==> src/rtl/pipeline_perf_monitor_if.sv <==
// Bundles the CPU-side event inputs and the monitor's counter/flag outputs.
// The master modport belongs to the CPU or bench side, and the slave modport belongs to the monitor.
interface pipeline_perf_monitor_if #(
    parameter int CNT_W = 32
);
    logic               start_i;
    logic               stall_i;
    logic               branch_i;
    logic               flush_i;
    logic               retire_i;
    logic [31:0]        pc_i;
    logic               snap_req_i;
    logic [CNT_W-1:0]   cycle_cnt_o;
    logic [CNT_W-1:0]   stall_cnt_o;
    logic [CNT_W-1:0]   flush_cnt_o;
    logic [CNT_W-1:0]   retire_cnt_o;
    logic [4*CNT_W-1:0] snap_data_o;
    logic               snap_valid_o;
    logic               hang_o;
    logic               done_o;

    modport master (
        output start_i, stall_i, branch_i, flush_i, retire_i, pc_i, snap_req_i,
        input  cycle_cnt_o, stall_cnt_o, flush_cnt_o, retire_cnt_o,
               snap_data_o, snap_valid_o, hang_o, done_o
    );

    modport slave (
        input  start_i, stall_i, branch_i, flush_i, retire_i, pc_i, snap_req_i,
        output cycle_cnt_o, stall_cnt_o, flush_cnt_o, retire_cnt_o,
               snap_data_o, snap_valid_o, hang_o, done_o
    );
endinterface

==> src/rtl/pipeline_perf_monitor.sv <==
// Counts cycles, stalls, flushes and retirements until MAX_CYCLES, then stops.
// Also detects a PC that does not change and captures counter snapshots on request.
module pipeline_perf_monitor #(
    parameter int CNT_W      = 32,
    parameter int MAX_CYCLES = 30,
    parameter int WDOG_LIMIT = 8
) (
    input  logic                   clk_i,
    input  logic                   rst_i,
    pipeline_perf_monitor_if.slave mon
);
    typedef enum logic [1:0] {IDLE = 2'd0, RUN = 2'd1, DONE = 2'd2} state_t;

    localparam int              WD_W     = $clog2(WDOG_LIMIT + 1);
    localparam logic [CNT_W-1:0] CNT_SAT = {CNT_W{1'b1}};
    localparam logic [CNT_W-1:0] LAST_CYC = CNT_W'(MAX_CYCLES - 1);
    localparam logic [WD_W-1:0]  WD_LIM  = WD_W'(WDOG_LIMIT);

    state_t             state_q;
    logic               done_q;
    logic               hang_q;
    logic               snap_valid_q;
    logic [WD_W-1:0]    wdog_q;
    logic [WD_W-1:0]    wdog_d;
    logic [31:0]        last_pc_q;
    logic [4*CNT_W-1:0] cnt_all;
    logic [4*CNT_W-1:0] snap_q;
    logic [3:0]         evt;
    logic               count_en;

    // The edge that leaves IDLE is counted too, so the first edge with start high yields cycle 1.
    assign count_en = mon.start_i && (state_q != DONE);
    assign evt      = {mon.retire_i, mon.flush_i, mon.stall_i && !mon.branch_i, 1'b1};

    // Counter gi sits at cnt_all[gi*CNT_W +: CNT_W]; order {retire, flush, stall, cycle} matches snap_data_o.
    for (genvar gi = 0; gi < 4; gi++) begin : g_cnt
        logic [CNT_W-1:0] cnt_q;
        logic [CNT_W-1:0] cnt_d;

        always_comb begin
            cnt_d = cnt_q;
            if (count_en && evt[gi] && (cnt_q != CNT_SAT)) begin
                cnt_d = cnt_q + 1'b1;
            end
        end

        always_ff @(posedge clk_i or posedge rst_i) begin
            if (rst_i) begin
                cnt_q <= '0;
            end else begin
                cnt_q <= cnt_d;
            end
        end

        assign cnt_all[gi*CNT_W +: CNT_W] = cnt_q;
    end

    always_comb begin
        wdog_d = '0;
        if ((mon.pc_i == last_pc_q) && !mon.stall_i) begin
            wdog_d = (wdog_q == WD_LIM) ? wdog_q : wdog_q + 1'b1;
        end
    end

    always_ff @(posedge clk_i or posedge rst_i) begin
        if (rst_i) begin
            state_q      <= IDLE;
            done_q       <= 1'b0;
            hang_q       <= 1'b0;
            snap_valid_q <= 1'b0;
            wdog_q       <= '0;
            last_pc_q    <= '0;
            snap_q       <= '0;
        end else begin
            snap_valid_q <= mon.snap_req_i;
            if (mon.snap_req_i) begin
                snap_q <= cnt_all;
            end
            if (count_en) begin
                last_pc_q <= mon.pc_i;
                wdog_q    <= wdog_d;
                if (wdog_d == WD_LIM) begin
                    hang_q <= 1'b1;
                end
                if (cnt_all[CNT_W-1:0] == LAST_CYC) begin
                    state_q <= DONE;
                    done_q  <= 1'b1;
                end else begin
                    state_q <= RUN;
                end
            end else if (state_q == RUN) begin
                state_q <= IDLE;
            end
        end
    end

    assign mon.cycle_cnt_o  = cnt_all[0*CNT_W +: CNT_W];
    assign mon.stall_cnt_o  = cnt_all[1*CNT_W +: CNT_W];
    assign mon.flush_cnt_o  = cnt_all[2*CNT_W +: CNT_W];
    assign mon.retire_cnt_o = cnt_all[3*CNT_W +: CNT_W];
    assign mon.snap_data_o  = snap_q;
    assign mon.snap_valid_o = snap_valid_q;
    assign mon.hang_o       = hang_q;
    assign mon.done_o       = done_q;
endmodule
==> src/flat_wrapper.sv <==
// flat-port wrapper written by rule: the top's interface ports become plain ports
module pipeline_perf_monitor_flat 
#(
    parameter int CNT_W      = 32,
    parameter int MAX_CYCLES = 30,
    parameter int WDOG_LIMIT = 8
)
  (clk_i, rst_i, mon_start_i, mon_stall_i, mon_branch_i, mon_flush_i, mon_retire_i, mon_pc_i, mon_snap_req_i, mon_cycle_cnt_o, mon_stall_cnt_o, mon_flush_cnt_o, mon_retire_cnt_o, mon_snap_data_o, mon_snap_valid_o, mon_hang_o, mon_done_o);
  pipeline_perf_monitor_if #(.CNT_W(CNT_W)) mon_i ();
  input  logic clk_i;
  input  logic rst_i;
  input wire logic [$bits(mon_i.start_i)-1:0] mon_start_i;
  input wire logic [$bits(mon_i.stall_i)-1:0] mon_stall_i;
  input wire logic [$bits(mon_i.branch_i)-1:0] mon_branch_i;
  input wire logic [$bits(mon_i.flush_i)-1:0] mon_flush_i;
  input wire logic [$bits(mon_i.retire_i)-1:0] mon_retire_i;
  input wire logic [$bits(mon_i.pc_i)-1:0] mon_pc_i;
  input wire logic [$bits(mon_i.snap_req_i)-1:0] mon_snap_req_i;
  output wire logic [$bits(mon_i.cycle_cnt_o)-1:0] mon_cycle_cnt_o;
  output wire logic [$bits(mon_i.stall_cnt_o)-1:0] mon_stall_cnt_o;
  output wire logic [$bits(mon_i.flush_cnt_o)-1:0] mon_flush_cnt_o;
  output wire logic [$bits(mon_i.retire_cnt_o)-1:0] mon_retire_cnt_o;
  output wire logic [$bits(mon_i.snap_data_o)-1:0] mon_snap_data_o;
  output wire logic [$bits(mon_i.snap_valid_o)-1:0] mon_snap_valid_o;
  output wire logic [$bits(mon_i.hang_o)-1:0] mon_hang_o;
  output wire logic [$bits(mon_i.done_o)-1:0] mon_done_o;
  assign mon_i.start_i = mon_start_i;
  assign mon_i.stall_i = mon_stall_i;
  assign mon_i.branch_i = mon_branch_i;
  assign mon_i.flush_i = mon_flush_i;
  assign mon_i.retire_i = mon_retire_i;
  assign mon_i.pc_i = mon_pc_i;
  assign mon_i.snap_req_i = mon_snap_req_i;
  assign mon_cycle_cnt_o = mon_i.cycle_cnt_o;
  assign mon_stall_cnt_o = mon_i.stall_cnt_o;
  assign mon_flush_cnt_o = mon_i.flush_cnt_o;
  assign mon_retire_cnt_o = mon_i.retire_cnt_o;
  assign mon_snap_data_o = mon_i.snap_data_o;
  assign mon_snap_valid_o = mon_i.snap_valid_o;
  assign mon_hang_o = mon_i.hang_o;
  assign mon_done_o = mon_i.done_o;
  pipeline_perf_monitor #(.CNT_W(CNT_W), .MAX_CYCLES(MAX_CYCLES), .WDOG_LIMIT(WDOG_LIMIT)) u_core (.clk_i(clk_i), .rst_i(rst_i), .mon(mon_i));
endmodule
==> config.mk <==
export PLATFORM = sky130hd
export DESIGN_NAME = pipeline_perf_monitor_flat
export DESIGN_NICKNAME = d
export VERILOG_FILES = /design/src/rtl/pipeline_perf_monitor_if.sv /design/src/rtl/pipeline_perf_monitor.sv /design/src/flat_wrapper.sv
export SDC_FILE = /design/constraint.sdc
export NUM_CORES = 1
export LEC_CHECK = 0
export CORE_ASPECT_RATIO = 0.7
export CORE_UTILIZATION = 35
export DETAILED_ROUTE_END_ITERATION = 10
export DONT_BUFFER_PORTS = 1
export GPL_TIMING_DRIVEN = 0
export SYNTH_ARGS = -nofsm -noshare
export SYNTH_HDL_FRONTEND = slang
export SYNTH_SLANG_ARGS = --single-unit
export TNS_END_PERCENT = 5
==> constraint.sdc <==
create_clock -name clk_i -period 10.9 [get_ports clk_i]
set_clock_uncertainty 0.05 [all_clocks]
set_input_delay 2.18 -clock clk_i [delete_from_list [all_inputs] [get_ports clk_i]]
set_output_delay 2.18 -clock clk_i [all_outputs]
set_load 0.01 [all_outputs]
; Word level (Yosys, flattened, before mapping)
; Cells that the tools add are included.
[totals]
latchBits = 0
ramBits = 0
elab_cells = 46
n_memories = 0
ff_bits = 297
out_inout_bits = 259
in_bits = 40
mem_bits_ro = 0
[op_classes]
n_addsub = 5
n_shift = 0
n_eq_ne = 10
n_div = 0
magnitude_cmp = 0
reduce_logical = 15
multipliers = 0
bitwise_logic = 0
mux = 5
[ops]
columns = operator, count
row1 = $add 32x1->32 const B, 4
row2 = $ne 32x32->1 const B, 4
row3 = $eq 32x32->1, 1
row4 = $eq 32x5->1 const B, 1
row5 = $logic_and 1x1->1, 10
row6 = $eq 4x4->1 const B, 2
row7 = $mux 4, 2
row8 = $mux 2, 3
row9 = $add 4x1->4 const B, 1
row10 = $reduce_and 2->1, 2
row11 = $eq 2x1->1 const B, 1
row12 = $logic_not 1->1, 2
row13 = $ne 2x2->1 const B, 1
row14 = $reduce_bool 2->1, 1

; Depth between registers and ports, before layout
; Gate-level depths: netlist of run 1.
[logic_depth]
word_depth = 5
ltp_mapped = 7
ltp_nobuf = 7

; Worst setup path before layout of run 1
; No wires, ideal clock.
[synth_timing]
kind = input to register
startpoint = input mon_start_i
endpoint = register u_core.g_cnt[2].cnt_q[21], in the netlist u_core.mon.flush_cnt_o[21]
path_slack_ns = 7.137
arrival_ns = 3.586
setup_time_ns = 0.128
path_stages = 6
cell_sequence = clkbuf_1 > o211ai_1 > a211oi_1 > clkbuf_1 > nand4_1 > xnor2_1
[synth_via]
elab_chain_len = 3
[synth_lines]
columns = element, line_no
row1 = "start, declared", flat_wrapper.sv:12  ; input wire logic [$bits(mon_i.start_i)-1:0] mon_start_i;
row2 = $logic_and 1x1->1, pipeline_perf_monitor.sv:32  ; assign count_en = mon.start_i && (state_q != DONE);
row3 = $logic_and 1x1->1 (2 in series), pipeline_perf_monitor.sv:42  ; if (count_en && evt[gi] && (cnt_q != CNT_SAT)) begin
row4 = "end signal, assigned", pipeline_perf_monitor.sv:51  ; cnt_q <= cnt_d;
row5 = "end, declared", pipeline_perf_monitor.sv:37  ; logic [CNT_W-1:0] cnt_q;
; Every way passes these cells.
; A chain may end at the register's enable or synchronous reset.

; Worst setup path in the final report of run 1
[layout_timing]
startpoint = input mon_start_i
endpoint = register u_core.g_cnt[1].cnt_q[18], in the netlist u_core.mon.stall_cnt_o[18]
[layout_via]
elab_chain_len = 3
[layout_lines]
columns = element, line_no
row1 = $logic_and 1x1->1, pipeline_perf_monitor.sv:32
row2 = $logic_and 1x1->1 (2 in series), pipeline_perf_monitor.sv:42
row3 = "end signal, assigned", pipeline_perf_monitor.sv:51
row4 = "end, declared", pipeline_perf_monitor.sv:37
; Every way passes these cells.

==> results of run 1 <==
per-layer routing:
metal	vias to the layer above	track usage
met2	277	0.2532
met4	0	0.04665
met3	46	0.04784
met1	4372	0.2495
met5	-	0
li1	3940	-
tightest hold or removal path, stage by stage (launching register included):
cell and delay, ns:
dfrtp_1 0.35, nand2_1 0.05, nand2_1 0.06
power breakdown:
part,total [W],internal [W],leakage [nW],switching (W)
registers,0.00138,0.00121,3.97,0.000176
clock network,0.00107,0.000616,0.505,0.000450
logic,0.000244,0.000116,2.22,0.000128
area by class of cell:
cell class | instances | share of cell area
multi-input combinational | 740 | 0.3635
buffer | 40 | 0.01091
clock buffer | 41 | 0.06018
timing repair buffer | 2 | 0.003750
tap | 480 | 0.04091
clock inverter | 15 | 0.009802
sequential | 297 | 0.5063
antenna | 2 | 0.0003409
inverter | 15 | 0.004347
final timing paths:
kind,from,endpoint,slack [ns],depth (start not counted)
setup / recovery,mon_start_i,u_core.mon.stall_cnt_o[18],6.90,6
hold / removal,u_core.last_pc_q[17],u_core.last_pc_q[17],0.44,2
setup reg to reg,u_core.state_q[0],u_core.mon.stall_cnt_o[18],8.20,6
hold reg to reg,u_core.last_pc_q[17],u_core.last_pc_q[17],0.44,2
max in group asynchronous,rst_i,u_core.mon.cycle_cnt_o[9],8.33,2
min in group asynchronous,rst_i,u_core.mon.snap_data_o[68],1.47,1
sequential cells by signal, summed over array words and instances (netlist names):
register                 count
u_core.mon.snap_data_o     128
u_core.last_pc_q            32
u_core.mon.cycle_cnt_o      32
u_core.mon.flush_cnt_o      32
u_core.mon.retire_cnt_o     32
u_core.mon.stall_cnt_o      32
u_core.wdog_q                4
u_core.state_q               2
u_core.mon.done_o            1
u_core.mon.hang_o            1
u_core.mon.snap_valid_o      1
cell families after synthesis:
group,Yosys count
AND/OR/NAND/NOR,413
buffers and inverters,55
adder cells (fa/ha/maj),7
multiplexers,133
flip-flops,297
XOR/XNOR,153
AO/OA/AOI/OAI,34
layout by cell type, fill, tap and decap left out, drive strengths merged, types with 9 or more instances in the layout:
master | Yosys | routed
and3 | 37 | 37
and4 | 11 | 11
clkbuf | 36 | 77
dfrtp | 297 | 297
inv | 15 | 17
mux2 | 132 | 132
nand2 | 127 | 127
nand3 | 58 | 58
nand4 | 70 | 70
nor2 | 27 | 27
nor3 | 28 | 28
nor4 | 23 | 23
o21ai | 9 | 9
xnor2 | 117 | 117
xor2 | 36 | 36
metrics by stage:
step | setup slack [ns] | utilization | setup TNS, ns | power (W)
after floorplan | 0.4658 | - | 0 | 0.001544
after global placement | -2.992 | 0.3751 | -884.10 | 0.001640
after detailed placement | 6.341 | 0.3769 | 0 | 0.001654
after CTS | 6.931 | 0.4052 | 0 | 0.002740
after global routing | 6.683 | 0.4054 | 0 | 0.002817
final | 6.902 | 0.4054 | 0 | 0.002694
==> results.sh, run 1 <==
export IMPL_grt_pass1_wl_um=51540
export IMPL_synthFlopType="dfrtp_1"
export IMPL_clk_pin_slew_ns=0.06
export IMPL_cts_buffer_depth=3
export IMPL_muxShareOfSynthArea=0.1153
export IMPL_dp_cells=1574
export IMPL_status="finished clean"
export IMPL_htreeDepth=1
export IMPL_grt_max_degree=124
export IMPL_fmax_mhz=250.1
export IMPL_yosysTopAreaCell="dfrtp_1"
export IMPL_drt_iter0_drc=748
export IMPL_clkSinkCount=297
export IMPL_rows=58
export IMPL_post_cts_setup_buffers=0
export IMPL_maxSlewViolCount=0
export IMPL_yosys_area_share_adder=0.006746
export IMPL_crit_family="buffers and inverters"
export IMPL_io_pins=299
export IMPL_syn_mean_instance_area_um2=11.89
export IMPL_cts_resized=0
export IMPL_setup_violations=0
export IMPL_grt_pass1_vias=8492
export IMPL_fillers=3400
export IMPL_multi_input_area_um2=5335
export IMPL_ys_seq_area_frac=0.5724
export IMPL_port_buffers=0
export IMPL_wl_per_cell_um=20.30
export IMPL_slew_headroom=0.2891
export IMPL_dr_total_vias=8635
export IMPL_final_area_um2=14680
export IMPL_critPathKind="input pin to register"
export IMPL_drt_pass1_iter_count=5
export IMPL_rsz0062_at_grt="false"
export IMPL_nets=1174
export IMPL_synth_simple_area_share=0.1674
export IMPL_hold_buffers=0
export IMPL_ir_drop_mv=0.1179
export IMPL_via_per_inst=5.291
export IMPL_ant_nets=0
export IMPL_endpoint_kind="register"
export IMPL_slowest_stage="nor3_1"
export IMPL_initial_utilization=0.3585
export IMPL_hold_viol=0
export IMPL_synth_seq_cells=297
export IMPL_synth_edff_count=0
export IMPL_syn_nets=1139
export IMPL_worstPathRequired_ns=11.28
export IMPL_syn_area_um2=12980
export IMPL_clock_latency_ns=0.56
export IMPL_post_route_period_util=0.3668
export IMPL_antenna_found_initial=1
export IMPL_dieWidth_um=232.2
export IMPL_cts_tree="yes"
export IMPL_core_area_um2=36210
export IMPL_synth_xor_area_frac=0.1032
export IMPL_yosysMostFrequentCell="dfrtp_1"
export IMPL_worst_pin_slew_ns=1.066
export IMPL_synthesis_instances=1092
export IMPL_met2WireLength_um=14490
export IMPL_routed_wl_um=33130
export IMPL_worstPathMaxFanout=10
export IMPL_synth_distinct_cells=50
export IMPL_synth_top_cells_by_count="297 x dfrtp_1, 132 x mux2_2, 127 x nand2_1"
export IMPL_cp_arrival_ns=4.38
export IMPL_cts_made_buffers=31
export IMPL_cellPowerDensity_nw_per_um2=183.5
export IMPL_fin_cells=1632
export IMPL_yosys_top_cells_area="dfrtp_1 57%, mux2_2 11%, xnor2_1 7.9%"
export IMPL_m1WireLength_um=15230
export IMPL_die_h_um=163.1
export IMPL_hold_class="register to register"
export IMPL_highest_layer="met4"
export IMPL_path_cells="clkbuf_1, o2111ai_1, nor3_1, clkbuf_1, nand4_1, xnor2_1"
export IMPL_placed_area_um2=13650
export IMPL_start_kind="input pin"
export IMPL_dr_wl_met3_um=2573
export IMPL_seq_area_um2=7432
export IMPL_root_buffer="clkbuf_16"
export IMPL_die_area_um2=37880
export IMPL_path_buf_inv=2
export IMPL_drive_gt1_frac=0.1739
export IMPL_yosys_warnings=0
export IMPL_whs_ns=0.4445
export IMPL_synth_compound_area_share=0.01831
export IMPL_synth_top_family_by_area="simple AND/OR/NAND/NOR gates"
export IMPL_cap_viol_max_count=0
export IMPL_area_growth_pct=13.06
export IMPL_overflow=0
export IMPL_async_flop_share=1.000
export IMPL_grt_use_total=0.1730
export IMPL_crit_path_frequent_cell="clkbuf_1"
export IMPL_cpPeakStageDelay_ns=0.58
export IMPL_gp_congestion=0.7913
export IMPL_synth_top_cell_area_share=0.5724
export IMPL_drc=0
export IMPL_p_leak_nw=6.695
export IMPL_hpwl_um=23930
export IMPL_min_period_ns=3.998
Note: power is estimated with default switching activity, not from simulation.
==> run 2, diff against run 1 <==
==> constraint.sdc (replaced) <==
create_clock -name clk_i -period 3.6 [get_ports clk_i]
set_clock_uncertainty 0.05 [all_clocks]
set_input_delay 0.72 -clock clk_i [delete_from_list [all_inputs] [get_ports clk_i]]
set_output_delay 0.72 -clock clk_i [all_outputs]
set_load 0.01 [all_outputs]
==> run 2 against run 1 <==
Against the previous run: critical endpoint is now u_core.mon.flush_cnt_o[14]; wire length increased by 0.56%; critical path depth unchanged; largest cell class unchanged; cell area increased by 0.72%; first-iteration DRC count decreased by 14%; sequential share of layout area decreased by 0.36 points.
==> results.sh, run 2 (synthesized netlist as in run 1, its figures left out) <==
export IMPL_status="finished clean"
export IMPL_cap_viol_max_count=0
export IMPL_pre_cts_ws_ns=0.5268
export IMPL_drt_pass1_iter_count=6
export IMPL_final_common_cell="dfrtp_1"
export IMPL_maxSlewViolCount=0
export IMPL_port_buffers=0
export IMPL_cellPowerDensity_nw_per_um2=553.9
export IMPL_post_cts_setup_buffers=0
export IMPL_clock_latency_ns=0.56
export IMPL_mostFrequentLayoutCells="297 x dfrtp_1, 132 x mux2_2, 127 x nand2_1"
export IMPL_critPathKind="register to register"
export IMPL_worst_pin_slew_ns=1.056
export IMPL_drt_iter0_drc=640
export IMPL_dr_total_vias=8638
export IMPL_antenna_found_initial=0
export IMPL_clk_pin_slew_ns=0.07
export IMPL_grt_pass1_vias=8553
export IMPL_hold_class="input pin to asynchronous set/reset pin"
export IMPL_ir_drop_mv=0.3193
export IMPL_worstPathMaxFanout=10
export IMPL_cts_tree="yes"
export IMPL_drive_gt1_frac=0.1789
export IMPL_die_h_um=163.1
export IMPL_start_kind="register"
export IMPL_rsz0062_at_grt="false"
export IMPL_hold_buffers=0
export IMPL_ant_nets=0
export IMPL_rows=58
export IMPL_clkSinkCount=297
export IMPL_cts_buffer_depth=3
export IMPL_fillers=3441
export IMPL_routed_wl_um=33310
export IMPL_htreeDepth=1
export IMPL_final_area_um2=14780
export IMPL_min_period_ns=2.703
export IMPL_cp_arrival_ns=3.09
export IMPL_fmax_mhz=370.0
export IMPL_worst_slack_ns=0.8974
export IMPL_worstPathRequired_ns=3.99
export IMPL_core_area_um2=36210
export IMPL_slew_headroom=0.2959
export IMPL_wl_per_cell_um=20.35
export IMPL_setup_violations=0
export IMPL_via_per_inst=5.277
export IMPL_finalPower_w=0.008188
export IMPL_overflow=0
export IMPL_area_growth_pct=13.87
export IMPL_gp_congestion=0.7806
export IMPL_hpwl_um=24330
export IMPL_grt_pass1_wl_um=51940
export IMPL_dieWidth_um=232.2
export IMPL_p_leak_nw=6.746
export IMPL_grt_max_degree=42
export IMPL_die_area_um2=37880
export IMPL_placed_area_um2=13760
export IMPL_grt_use_total=0.1735
export IMPL_cts_resized=0
export IMPL_hold_viol=0
export IMPL_initial_utilization=0.3585
export IMPL_utilization=0.4083
export IMPL_whs_ns=0.1032
export IMPL_n_antenna_cell=0
export IMPL_nets=1180
export IMPL_endpoint_kind="register"
export IMPL_cts_made_buffers=31
export IMPL_drc=0
export IMPL_largest_reg_flops=128
export IMPL_io_pins=299
export IMPL_root_buffer="clkbuf_16"
export IMPL_post_route_period_util=0.7507
run 2: cell types whose count changed in the layout (fill, tap and decap cells not counted):
cell	previous run	this run
diode_2	2	0
buf_16	2	1
clkinvlp_4	3	4
clkinv_4	1	0
clkinv_2	7	9
buf_12	0	7
inv_8	1	0
run 2: layout make-up:
type                            instances  area (um^2)  share of cell area
Timing Repair Buffer                    8        167.7             0.01134
Clock buffer                           41        883.3             0.05975
Sequential cell                       297         7432              0.5027
Multi-Input combinational cell        740         5335              0.3609
Buffer                                 40        160.2             0.01083
Tap cell                              480        600.6             0.04062
Inverter                               15        60.06            0.004062
Clock inverter                         16        145.1            0.009817
run 2: stage by stage:
stage	cells	setup TNS (ns)
after floorplan	1092	-331.18
after global placement	1572	-833.78
after detailed placement	1580	0
after CTS	1637	0
after global routing	1637	0
final	1637	0
run 2: final timing paths:
| check | cells after the start | endpoint | slack (ns) | from |
|---|---|---|---|---|
| setup / recovery | 6 | u_core.mon.flush_cnt_o[14] | 0.90 | u_core.state_q[0] |
| hold / removal | 1 | u_core.mon.snap_data_o[68] | 0.10 | rst_i |
| setup reg to reg | 6 | u_core.mon.flush_cnt_o[14] | 0.90 | u_core.state_q[0] |
| hold reg to reg | 2 | u_core.last_pc_q[18] | 0.45 | u_core.last_pc_q[18] |
| max in group asynchronous | 4 | u_core.last_pc_q[29] | 2.30 | rst_i |
| min in group clk_i | 0 | u_core.mon.snap_valid_o | 0.14 | mon_snap_req_i |
run 2: metal layers:
layer  global-route usage  wire, um
met5                    0         0
met4              0.03798       669
met3              0.04609      2546
met2               0.2599     14690
met1               0.2497     15400
run 2: power breakdown:
part / switching [W] / internal (W) / leakage [nW]
clock: 0.00138 / 0.00187 / 0.509
sequential: 0.000530 / 0.00365 / 3.97
combinational: 0.000392 / 0.000366 / 2.26
total: 0.00230 / 0.00589 / 6.75
run 2: worst max-delay path: stages, from the launching register on:
cell,delay [ns]
dfrtp_1,0.32
clkbuf_1,0.40
o211ai_1,0.31
a211oi_1,0.70
clkbuf_1,0.44
nand4_1,0.18
xnor2_1,0.16
==> run 3, diff against run 2 <==
==> constraint.sdc (replaced) <==
create_clock -name clk_i -period 2.4 [get_ports clk_i]
set_clock_uncertainty 0.05 [all_clocks]
set_input_delay 0.48 -clock clk_i [delete_from_list [all_inputs] [get_ports clk_i]]
set_output_delay 0.48 -clock clk_i [all_outputs]
set_load 0.01 [all_outputs]
==> run 3 against run 2 <==
Against the previous run: die area is the same; critical path type unchanged; sequential power grew 50%; cell area grew 2.9%; critical path depth grew 1; first-iteration DRC count shrank 7.7%.
==> results.sh, run 3 (synthesized netlist as in run 1, its figures left out) <==
export IMPL_status="finished clean"
export IMPL_grt_util_met2=0.2661
export IMPL_worstPathRequired_ns=2.78
export IMPL_worstPathMaxFanout=8
export IMPL_routed_wl_um=33880
export IMPL_multi_input_area_um2=5408
export IMPL_n_antenna_cell=0
export IMPL_final_common_cell="dfrtp_1"
export IMPL_grt_pass1_wl_um=52940
export IMPL_min_period_ns=2.340
export IMPL_htreeDepth=1
export IMPL_rsz0062_at_grt="true"
export IMPL_wl_per_cell_um=20.29
export IMPL_die_area_um2=37880
export IMPL_ir_drop_mv=0.4792
export IMPL_drt_iter0_drc=591
export IMPL_min_delay_start="mon_stall_i"
export IMPL_largest_reg_flops=128
export IMPL_hold_class="input pin to register"
export IMPL_fmax_mhz=427.4
export IMPL_area_growth_pct=17.21
export IMPL_grt_busiest_layer="met2"
export IMPL_cts_tree="yes"
export IMPL_gp_congestion=0.7806
export IMPL_ant_nets=0
export IMPL_grt_max_degree=42
export IMPL_cp_arrival_ns=2.72
export IMPL_hold_end="u_core.wdog_q[0]"
export IMPL_initial_utilization=0.3585
export IMPL_hold_path_cell_count=3
export IMPL_use_met1=0.2529
export IMPL_grt_pass1_vias=8825
export IMPL_rows=58
export IMPL_rrSetupSlack_ns=0.06
export IMPL_critPathKind="register to register"
export IMPL_overflow=0
export IMPL_setup_violations=0
export IMPL_endpoint_kind="register"
export IMPL_grt_use_total=0.1762
export IMPL_cts_made_buffers=31
export IMPL_finalPower_w=0.01233
export IMPL_utilization=0.4203
export IMPL_reg2regPathDepth=7
export IMPL_worst_pin_slew_ns=1.062
export IMPL_cap_viol_max_count=0
export IMPL_post_route_period_util=0.9749
export IMPL_clk_pin_slew_ns=0.06
export IMPL_dieWidth_um=232.2
export IMPL_core_area_um2=36210
export IMPL_hold_viol=0
export IMPL_cts_buffer_depth=3
export IMPL_start_kind="register"
export IMPL_nets=1213
export IMPL_drt_pass1_iter_count=5
export IMPL_root_buffer="clkbuf_16"
export IMPL_die_h_um=163.1
export IMPL_maxSlewViolCount=0
export IMPL_r2r_start="u_core.mon.cycle_cnt_o[20]"
export IMPL_clkSinkCount=297
export IMPL_io_pins=299
export IMPL_drc=0
export IMPL_fillers=3384
export IMPL_antenna_found_initial=0
export IMPL_port_buffers=0
export IMPL_dr_total_vias=8777
export IMPL_p_leak_nw=6.924
export IMPL_grtUsageMet3=0.04522
export IMPL_mostFrequentLayoutCells="284 x dfrtp_1, 132 x mux2_2, 127 x nand2_1"
export IMPL_drive_gt1_frac=0.1975
export IMPL_seq_area_um2=7448
export IMPL_via_per_inst=5.256
export IMPL_cellPowerDensity_nw_per_um2=810.4
export IMPL_slew_headroom=0.2920
export IMPL_clock_latency_ns=0.56
export IMPL_r2r_end="u_core.mon.cycle_cnt_o[7]"
export IMPL_hpwl_um=24330
==> run 3: cell types whose count changed in the layout (fill, tap and decap cells not counted), moves of 2 or more <==
cell | before | now
dlygate4sd3_1 | 0 | 34
clkbuf_2 | 1 | 8
nor3_1 | 27 | 25
dfrtp_2 | 0 | 13
nor3_2 | 1 | 3
nor4_1 | 22 | 19
clkbuf_1 | 38 | 29
nor4_4 | 1 | 3
dfrtp_1 | 297 | 284
==> run 3: critical path, stage by stage, from the launching register on <==
cell	delay, ns
dfrtp_1	0.57
and3_1	0.32
and4_1	0.20
clkbuf_1	0.25
and4_1	0.24
clkbuf_1	0.29
nor4_1	0.11
xor2_1	0.17
==> run 3: worst max-delay path by stage <==
stage	start	endpoint	slack, ns
2_1_floorplan	rst_i	u_core.last_pc_q[0]	-2.08
3_3_place_gp	rst_i	u_core.mon.snap_data_o[13]	-3.79
3_5_place_dp	mon_start_i	u_core.mon.flush_cnt_o[23]	-0.43
4_1_cts	u_core.state_q[1]	u_core.mon.flush_cnt_o[23]	0.02
5_1_grt	u_core.mon.cycle_cnt_o[12]	u_core.mon.cycle_cnt_o[7]	-0.07
6_report	u_core.mon.cycle_cnt_o[20]	u_core.mon.cycle_cnt_o[7]	0.06
==> run 3: report_power, final <==
group	leakage, nW	internal [W]	switching [W]	total [W]
clock network	0.509	0.00280	0.00206	0.00486
logic	2.46	0.000587	0.000593	0.00118
registers	3.95	0.00548	0.000807	0.00629
total	6.92	0.00887	0.00346	0.0123
==> run 3: final cells by class <==
type,count,share of cell area
Buffer,39,0.01085
Clock buffer,41,0.05805
Clock inverter,16,0.009537
Inverter,15,0.003946
Multi-Input combinational cell,740,0.3553
Sequential cell,297,0.4894
Tap cell,480,0.03946
Timing Repair Buffer,42,0.03338
==> run 3: timing repair <==
action | 4_1_cts | 5_1_grt
hold endpoints to repair | 58 | 0
hold buffers | 34 | 0
pin swaps | 1 | 4
resized for setup | 6 | 32
buffers inserted | 0 | 0
setup endpoints to repair | 66 | 94
==> run 3: layer usage <==
metal  wire [um]  part of all wire
met5           0                 0
met4         671             0.020
met3        2312             0.068
met2       15090              0.45
met1       15800              0.47
==> run 3: per-stage QoR <==
stage / hold slack (ns) / instance area [um^2] / TNS [ns] / setup slack, ns / instances
5_1_grt: 0.1360 / 15220 / -0.7832 / -0.06803 / 1670
4_1_cts: 0.1011 / 15150 / 0 / 0.01589 / 1670
3_5_place_dp: 0.4332 / 13760 / -18.92 / -0.4332 / 1580
6_report: 0.1411 / 15220 / 0 / 0.06027 / 1670
2_1_floorplan: 0.4155 / 12990 / -616.30 / -2.075 / 1092
3_3_place_gp: 0.4281 / 13590 / -1136.47 / -3.792 / 1572
